$ cat config.mk
export PLATFORM = sky130hd
export DESIGN_NAME = inert_integrator_mc
export DESIGN_NICKNAME = d
export VERILOG_FILES = /design/src/rtl/inert_pkg.sv /design/src/rtl/inert_axis.sv /design/src/rtl/inert_integrator_mc.sv
export SDC_FILE = /design/constraint.sdc
export NUM_CORES = 1
export LEC_CHECK = 0
export BUFFER_PORTS_ARGS = -buffer_cell sky130_fd_sc_hd__clkbuf_2
export CAP_MARGIN = 10
export CELL_PAD_IN_SITES_DETAIL_PLACEMENT = 2
export CELL_PAD_IN_SITES_GLOBAL_PLACEMENT = 2
export CORE_ASPECT_RATIO = 1.4
export CORE_MARGIN = 5
export CORE_UTILIZATION = 39
export DETAILED_ROUTE_END_ITERATION = 10
export PLACE_DENSITY_LB_ADDON = 0.1
export SLEW_MARGIN = 20
export SYNTH_ARGS = -nofsm -noshare
export SYNTH_HDL_FRONTEND = slang
export SYNTH_SLANG_ARGS = --single-unit
$ cat constraint.sdc
create_clock -name clk -period 8.7 [get_ports clk]
set_clock_uncertainty 0.15 [all_clocks]
set_input_delay 1.74 -clock clk [delete_from_list [all_inputs] [get_ports clk]]
set_output_delay 1.74 -clock clk [all_outputs]
set_load 0.01 [all_outputs]
$ cat src/rtl/inert_pkg.sv
// Shared types and helpers for the multi-channel inertial integrator.
package inert_pkg;

  typedef enum logic [1:0] {
    IDLE = 2'd0,
    CAL  = 2'd1,
    RUN  = 2'd2
  } state_t;

  function automatic int acc_w(input int w, input int cal_log2);
    return w + cal_log2;
  endfunction

  function automatic int int_w(input int w, input int frac);
    return w + frac;
  endfunction

  // Returns {above max, below min} for x against a w-bit signed range.
  function automatic logic [1:0] sat_flags(input logic signed [63:0] x, input int w);
    logic signed [63:0] hi;
    logic signed [63:0] lo;
    hi = (64'sd1 <<< (w - 1)) - 64'sd1;
    lo = -(64'sd1 <<< (w - 1));
    return {x > hi, x < lo};
  endfunction

endpackage

$ cat src/rtl/inert_axis.sv
// Per-axis datapath: calibration accumulator, rate offset, fusion and
// saturating fixed-point integrator.
module inert_axis
  import inert_pkg::*;
#(
  parameter int W         = 16,
  parameter int FRAC      = 11,
  parameter int CAL_LOG2  = 11,
  parameter bit FUSE_EN   = 1'b1,
  parameter int FUSE_STEP = 1024
) (
  input  logic         clk,
  input  logic         rst_n,
  input  logic         clr,
  input  logic         cal_en,
  input  logic         cal_last,
  input  logic         run_en,
  input  logic [W-1:0] rate,
  input  logic [W-1:0] accel_ang,
  output logic [W-1:0] angle
);

  localparam int ACC_W = acc_w(W, CAL_LOG2);
  localparam int INT_W = int_w(W, FRAC);
  localparam int NXT_W = INT_W + 2;
  localparam logic signed [INT_W-1:0] INT_MAX = {1'b0, {(INT_W-1){1'b1}}};
  localparam logic signed [INT_W-1:0] INT_MIN = {1'b1, {(INT_W-1){1'b0}}};

  logic signed [W-1:0]     rate_s;
  logic signed [W-1:0]     accel_s;
  logic signed [W-1:0]     offset;
  logic signed [W-1:0]     angle_s;
  logic signed [ACC_W-1:0] acc;
  logic signed [ACC_W-1:0] acc_sum;
  logic signed [W:0]       rc;
  logic signed [NXT_W-1:0] fuse;
  logic signed [NXT_W-1:0] integ_nxt;
  logic signed [INT_W-1:0] integ;
  logic signed [INT_W-1:0] integ_sat;
  logic [1:0]              sat_f;

  assign rate_s  = rate;
  assign accel_s = accel_ang;
  assign acc_sum = acc + $signed({{CAL_LOG2{rate_s[W-1]}}, rate_s});
  assign rc      = $signed({rate_s[W-1], rate_s}) - $signed({offset[W-1], offset});
  assign angle_s = integ[INT_W-1:FRAC];

  // Fusion nudges toward the accel angle using the currently registered angle.
  always_comb begin
    fuse = '0;
    if (FUSE_EN) begin
      if (accel_s > angle_s)      fuse = NXT_W'(FUSE_STEP);
      else if (accel_s < angle_s) fuse = -NXT_W'(FUSE_STEP);
    end
  end

  assign integ_nxt = $signed({{2{integ[INT_W-1]}}, integ})
                   + $signed({{(NXT_W-W-1){rc[W]}}, rc})
                   + fuse;
  assign sat_f     = sat_flags(64'(integ_nxt), INT_W);
  assign integ_sat = sat_f[1] ? INT_MAX :
                     sat_f[0] ? INT_MIN : integ_nxt[INT_W-1:0];

  always_ff @(posedge clk or negedge rst_n) begin
    if (!rst_n)      acc <= '0;
    else if (clr)    acc <= '0;
    else if (cal_en) acc <= acc_sum;
  end

  // Top W bits of the full sum are the floor-shifted mean.
  always_ff @(posedge clk or negedge rst_n) begin
    if (!rst_n)        offset <= '0;
    else if (cal_last) offset <= acc_sum[ACC_W-1:CAL_LOG2];
  end

  always_ff @(posedge clk or negedge rst_n) begin
    if (!rst_n)      integ <= '0;
    else if (clr)    integ <= '0;
    else if (run_en) integ <= integ_sat;
  end

  assign angle = angle_s;

endmodule

$ cat src/rtl/inert_integrator_mc.sv
// Multi-channel gyro integrator: calibration FSM and sample counter shared
// across NUM_CH lockstep axis datapaths.
module inert_integrator_mc
  import inert_pkg::*;
#(
  parameter int                NUM_CH    = 3,
  parameter int                W         = 16,
  parameter int                FRAC      = 11,
  parameter int                CAL_LOG2  = 11,
  parameter logic [NUM_CH-1:0] FUSE_MASK = 3'b011,
  parameter int                FUSE_STEP = 1024
) (
  input  logic                clk,
  input  logic                rst_n,
  input  logic                strt_cal,
  input  logic                vld,
  input  logic [NUM_CH*W-1:0] rate,
  input  logic [NUM_CH*W-1:0] accel_ang,
  output logic [NUM_CH*W-1:0] angle,
  output logic                ang_vld,
  output logic                cal_done
);

  state_t              state;
  state_t              state_nxt;
  logic [CAL_LOG2-1:0] cnt;
  logic                cal_en;
  logic                cal_last;
  logic                run_en;

  always_ff @(posedge clk or negedge rst_n) begin
    if (!rst_n) state <= IDLE;
    else        state <= state_nxt;
  end

  always_comb begin
    state_nxt = state;
    if (strt_cal) begin
      state_nxt = CAL;
    end else begin
      case (state)
        CAL:     if (cal_last) state_nxt = RUN;
        default: state_nxt = state;
      endcase
    end
  end

  // strt_cal takes priority over a coincident sample.
  always_comb begin
    cal_en   = (state == CAL) && vld && !strt_cal;
    run_en   = (state == RUN) && vld && !strt_cal;
    cal_last = cal_en && (cnt == '1);
  end

  always_ff @(posedge clk or negedge rst_n) begin
    if (!rst_n)        cnt <= '0;
    else if (strt_cal) cnt <= '0;
    else if (cal_en)   cnt <= cnt + 1'b1;
  end

  always_ff @(posedge clk or negedge rst_n) begin
    if (!rst_n) begin
      ang_vld  <= 1'b0;
      cal_done <= 1'b0;
    end else begin
      ang_vld <= run_en;
      if (strt_cal)      cal_done <= 1'b0;
      else if (cal_last) cal_done <= 1'b1;
    end
  end

  for (genvar g = 0; g < NUM_CH; g++) begin : g_axis
    inert_axis #(
      .W        (W),
      .FRAC     (FRAC),
      .CAL_LOG2 (CAL_LOG2),
      .FUSE_EN  (FUSE_MASK[g]),
      .FUSE_STEP(FUSE_STEP)
    ) u_axis (
      .clk      (clk),
      .rst_n    (rst_n),
      .clr      (strt_cal),
      .cal_en   (cal_en),
      .cal_last (cal_last),
      .run_en   (run_en),
      .rate     (rate[g*W +: W]),
      .accel_ang(accel_ang[g*W +: W]),
      .angle    (angle[g*W +: W])
    );
  end

endmodule

==> results.md <==
* Standard cell core area at 0.05318 mm^2
* Rows at 100
* Die height at 284.4 um
* Dominant synthesized flop cell: sky130_fd_sc_hd__dfrtp_1
* Detail Placement HPWL at 49070 um
* Maximum number of pins on one net before global-route repair at 137
* GR Overflow Total at 0
* Flip-flop and latch count after synthesis at 225
* RSZ-0062 raised after global routing: no
* Fin crit share at 81.73%
* Biggest area contributors in the synthesized netlist: sky130_fd_sc_hd__dfrtp_1 27%, sky130_fd_sc_hd__ha_1 13%, sky130_fd_sc_hd__fa_1 11%
* Worst vdd rail ir drop at 0.0001420 V
* Final-layout setup total negative slack at 0 ns
* Crit path required time at 8.99 ns
* Die outline width at 206.0 um
* Final layout net count at 2825
* Worst-path clk slew at 0.06 ns
* Total GRT Usage at 22.12%
* Yosys warning count at 0
* Iteration-0 DRC count of the detailed router at 520
* Proportion of register bits with asynchronous set or reset after synthesis at 100.0%
* Synth-to-layout area growth at 9.981%
* Number of pins exceeding their max-slew limit in the final report at 0
* Fraction of final layout cells with drive strength greater than 1 at 10.45%
* Nature of the critical path endpoint: flip-flop
* Setup WS pre-CTS at 0.9476 ns
* Number of buffers inserted to repair setup after CTS at 0
* CP Max Fanout at 26
* Worst slew margin relative to its limit at 33.27%
* Global-route wire length before repair at 106200 um
* Drt pass-1 iters at 4
* Per-instance average area after synthesis at 8.993 um^2
* Final hold vios at 0
* Data arrival time of the critical path at 7.40 ns
* Maximum root-to-sink buffer count at 3
* Post-detailed-route DRC marker count at 0
* Count of distinct cell types in the synthesized netlist at 76
* Clock tree from TritonCTS: yes
* Via Count at 17180
* Max_cap viols at 0
* Final-report setup violation count at 0
* Power density over the cells at 167.8 mW/mm^2
* Flip-flop and latch area at 0.005630 mm^2
* Initial standard-cell utilization of the core at 39.44%
* Ports at 150
* Achievable clock frequency at 140.6 MHz
* Number of antenna violations at the first check in global routing at 0
* Master cell of the clock root buffer: sky130_fd_sc_hd__clkbuf_16
* Slew @ Worst Pin at 1.001 ns
* Routed length per placed instance at 20.68 um
* Synth area leader: sky130_fd_sc_hd__dfrtp_1
* Routability congestion estimate from global placement at 0.8498
* Run status: completed
* Commonest non-fill, non-tap cells in the layout: 329 x sky130_fd_sc_hd__inv_1, 225 x sky130_fd_sc_hd__dfrtp_1, 215 x sky130_fd_sc_hd__ha_1, 214 x sky130_fd_sc_hd__nand2_1, 192 x sky130_fd_sc_hd__a21oi_1
* Via count of the first global-routing pass at 19920
* Sequential area share after synthesis at 26.85%
* Port buffer count at 133
* Top-area cell type share of the netlist area at 26.85%
* CTS resizes at 0
* Nets in the synthesized netlist at 2767
* Antenna diode count at 0
* CTS buffer count at 28
* Synthesized instance count at 2332
* Static leakage at 11.59 nW
* Multi-input logic area at 0.01348 mm^2
* Remaining antenna violation count at 0
* Filler instances at 5844
* CTS Sinks at 225
* Number of synthesized flops with an enable pin at 0
* H-tree levels at 1
* Later-pin clock latency in the skew report at 0.58 ns
* Kind of critical path: input pin to flip-flop
* Setup ws final at 1.590 ns
* Startpoint type of the worst setup path: input pin
* Total standard cell area after synthesis at 0.02097 mm^2
* Worst hold-check path type: flip-flop to flip-flop
* Count of hold-fix buffers inserted at cts at 0
* Area enclosed by the die boundary at 0.05858 mm^2
* Final critical delay including setup and external delays at 7.110 ns
* Routed wire length at 64620 um
* Leading cell type in the layout, fill and taps excluded: sky130_fd_sc_hd__inv_1
* Via density at 5.499
## per-stage QoR
stage               cells  area (um^2)  power (W)  util, %  hold slack [ns]
floorplan            2332        20970   0.002170        -           0.2887
global placement     3073        22040   0.002506    41.44           0.3041
detailed placement   3073        22040   0.002574    41.45           0.3390
CTS                  3124        23050   0.003939    43.36           0.3424
global route         3125        23070   0.004133    43.38           0.3671
finish               3125        23070   0.003870    43.38           0.3387
## critical path, cell delays in order
cell and delay, ns:
sky130_fd_sc_hd__clkbuf_2 0.09, sky130_fd_sc_hd__ha_1 0.31, sky130_fd_sc_hd__nor2b_1 0.14, sky130_fd_sc_hd__o21a_1 0.16, sky130_fd_sc_hd__o21a_1 0.16, sky130_fd_sc_hd__o21a_1 0.16, sky130_fd_sc_hd__o21ai_0 0.15, sky130_fd_sc_hd__nand2b_1 0.08
sky130_fd_sc_hd__a21oi_1 0.18, sky130_fd_sc_hd__o21bai_1 0.13, sky130_fd_sc_hd__mux2i_4 0.52, sky130_fd_sc_hd__buf_4 0.35, sky130_fd_sc_hd__fa_1 0.43, sky130_fd_sc_hd__ha_1 0.36, sky130_fd_sc_hd__nor2b_1 0.16, sky130_fd_sc_hd__o21ai_0 0.19
sky130_fd_sc_hd__nand3_1 0.17, sky130_fd_sc_hd__o211ai_2 0.28, sky130_fd_sc_hd__nand2b_1 0.14, sky130_fd_sc_hd__a221oi_1 0.40, sky130_fd_sc_hd__xor2_1 0.37, sky130_fd_sc_hd__o31ai_4 0.08, sky130_fd_sc_hd__buf_4 0.27, sky130_fd_sc_hd__a221o_1 0.39
## flip-flops by register name, indices dropped and copies added, names as in the netlist
signal                cells
state                     2
g_axis.u_axis.integ      81
g_axis.u_axis.offset     48
cnt                      11
cal_done                  1
ang_vld                   1
g_axis.u_axis.acc        81
## path summary, 6_finish.rpt
kind | start | cells after the start | endpoint | slack (ns)
min in group asynchronous | rst_n | 1 | g_axis[1].u_axis.integ[18] | 1.03
max reg2reg | g_axis[1].u_axis.integ[12] | 26 | g_axis[1].u_axis.integ[3] | 2.30
max | accel_ang[1] | 24 | g_axis[0].u_axis.integ[1] | 1.59
min reg2reg | g_axis[2].u_axis.integ[0] | 2 | g_axis[2].u_axis.integ[0] | 0.34
min | g_axis[2].u_axis.integ[0] | 2 | g_axis[2].u_axis.integ[0] | 0.34
max in group asynchronous | rst_n | 2 | g_axis[2].u_axis.acc[21] | 6.09
## cell type report
type | count | share of cell area (%)
tap | 714 | 3.873
timing repair buffer | 149 | 3.531
inverter | 329 | 5.354
multi-input combinational | 1657 | 58.43
clock buffer | 38 | 3.553
sequential | 225 | 24.41
clock inverter | 13 | 0.8462
## layer usage
layer	wire length, um	track usage, %	part of all wire (%)	vias to the layer above
met1	25380	24.94	39	8804
met2	36000	43.62	56	188
li1	-	-	-	8102
met4	1803	6.125	2.8	0
met3	1436	1.836	2.2	89
met5	0	0	0	-
## synth_stat cells, drive strengths merged, types with 4 or more instances
library cell  number
and2               8
a2111oi            5
nand4             17
o211ai            11
fa               120
or3               18
nor2b             18
nand3             31
nand3b            12
xor2              62
dfrtp            225
nand4b             4
o21a              36
and4               6
mux2              28
a21oi            195
xnor2             88
a221o             78
a31oi             17
nand2            214
a211o              7
clkbuf            51
and3              15
a211oi            17
a21boi             4
ha               215
buf               70
o21bai            17
a311oi             4
o211a              4
a21o              78
nand2b            24
o31ai             11
nor3              26
a31o               5
o21ai            117
nor2             101
inv              329
## report_power, final
group          switching (W)  internal [W]
clock network       0.000517      0.000804
registers          0.0000317       0.00110
logic               0.000855      0.000566
## kinds of logic after synthesis
kind of cell / after synthesis / share of synthesized area [%]
DFF: 225 / 26.85
adders and majority gates: 335 / 24.28
muxes: 30 / 1.599
xor gates and xnor gates: 150 / 6.300
and+or+nand+nor: 506 / 11.25
buffers and inverters: 450 / 9.056
AOI/OAI and AO/OA: 636 / 20.67
Note: power is estimated with default switching activity, not from simulation.
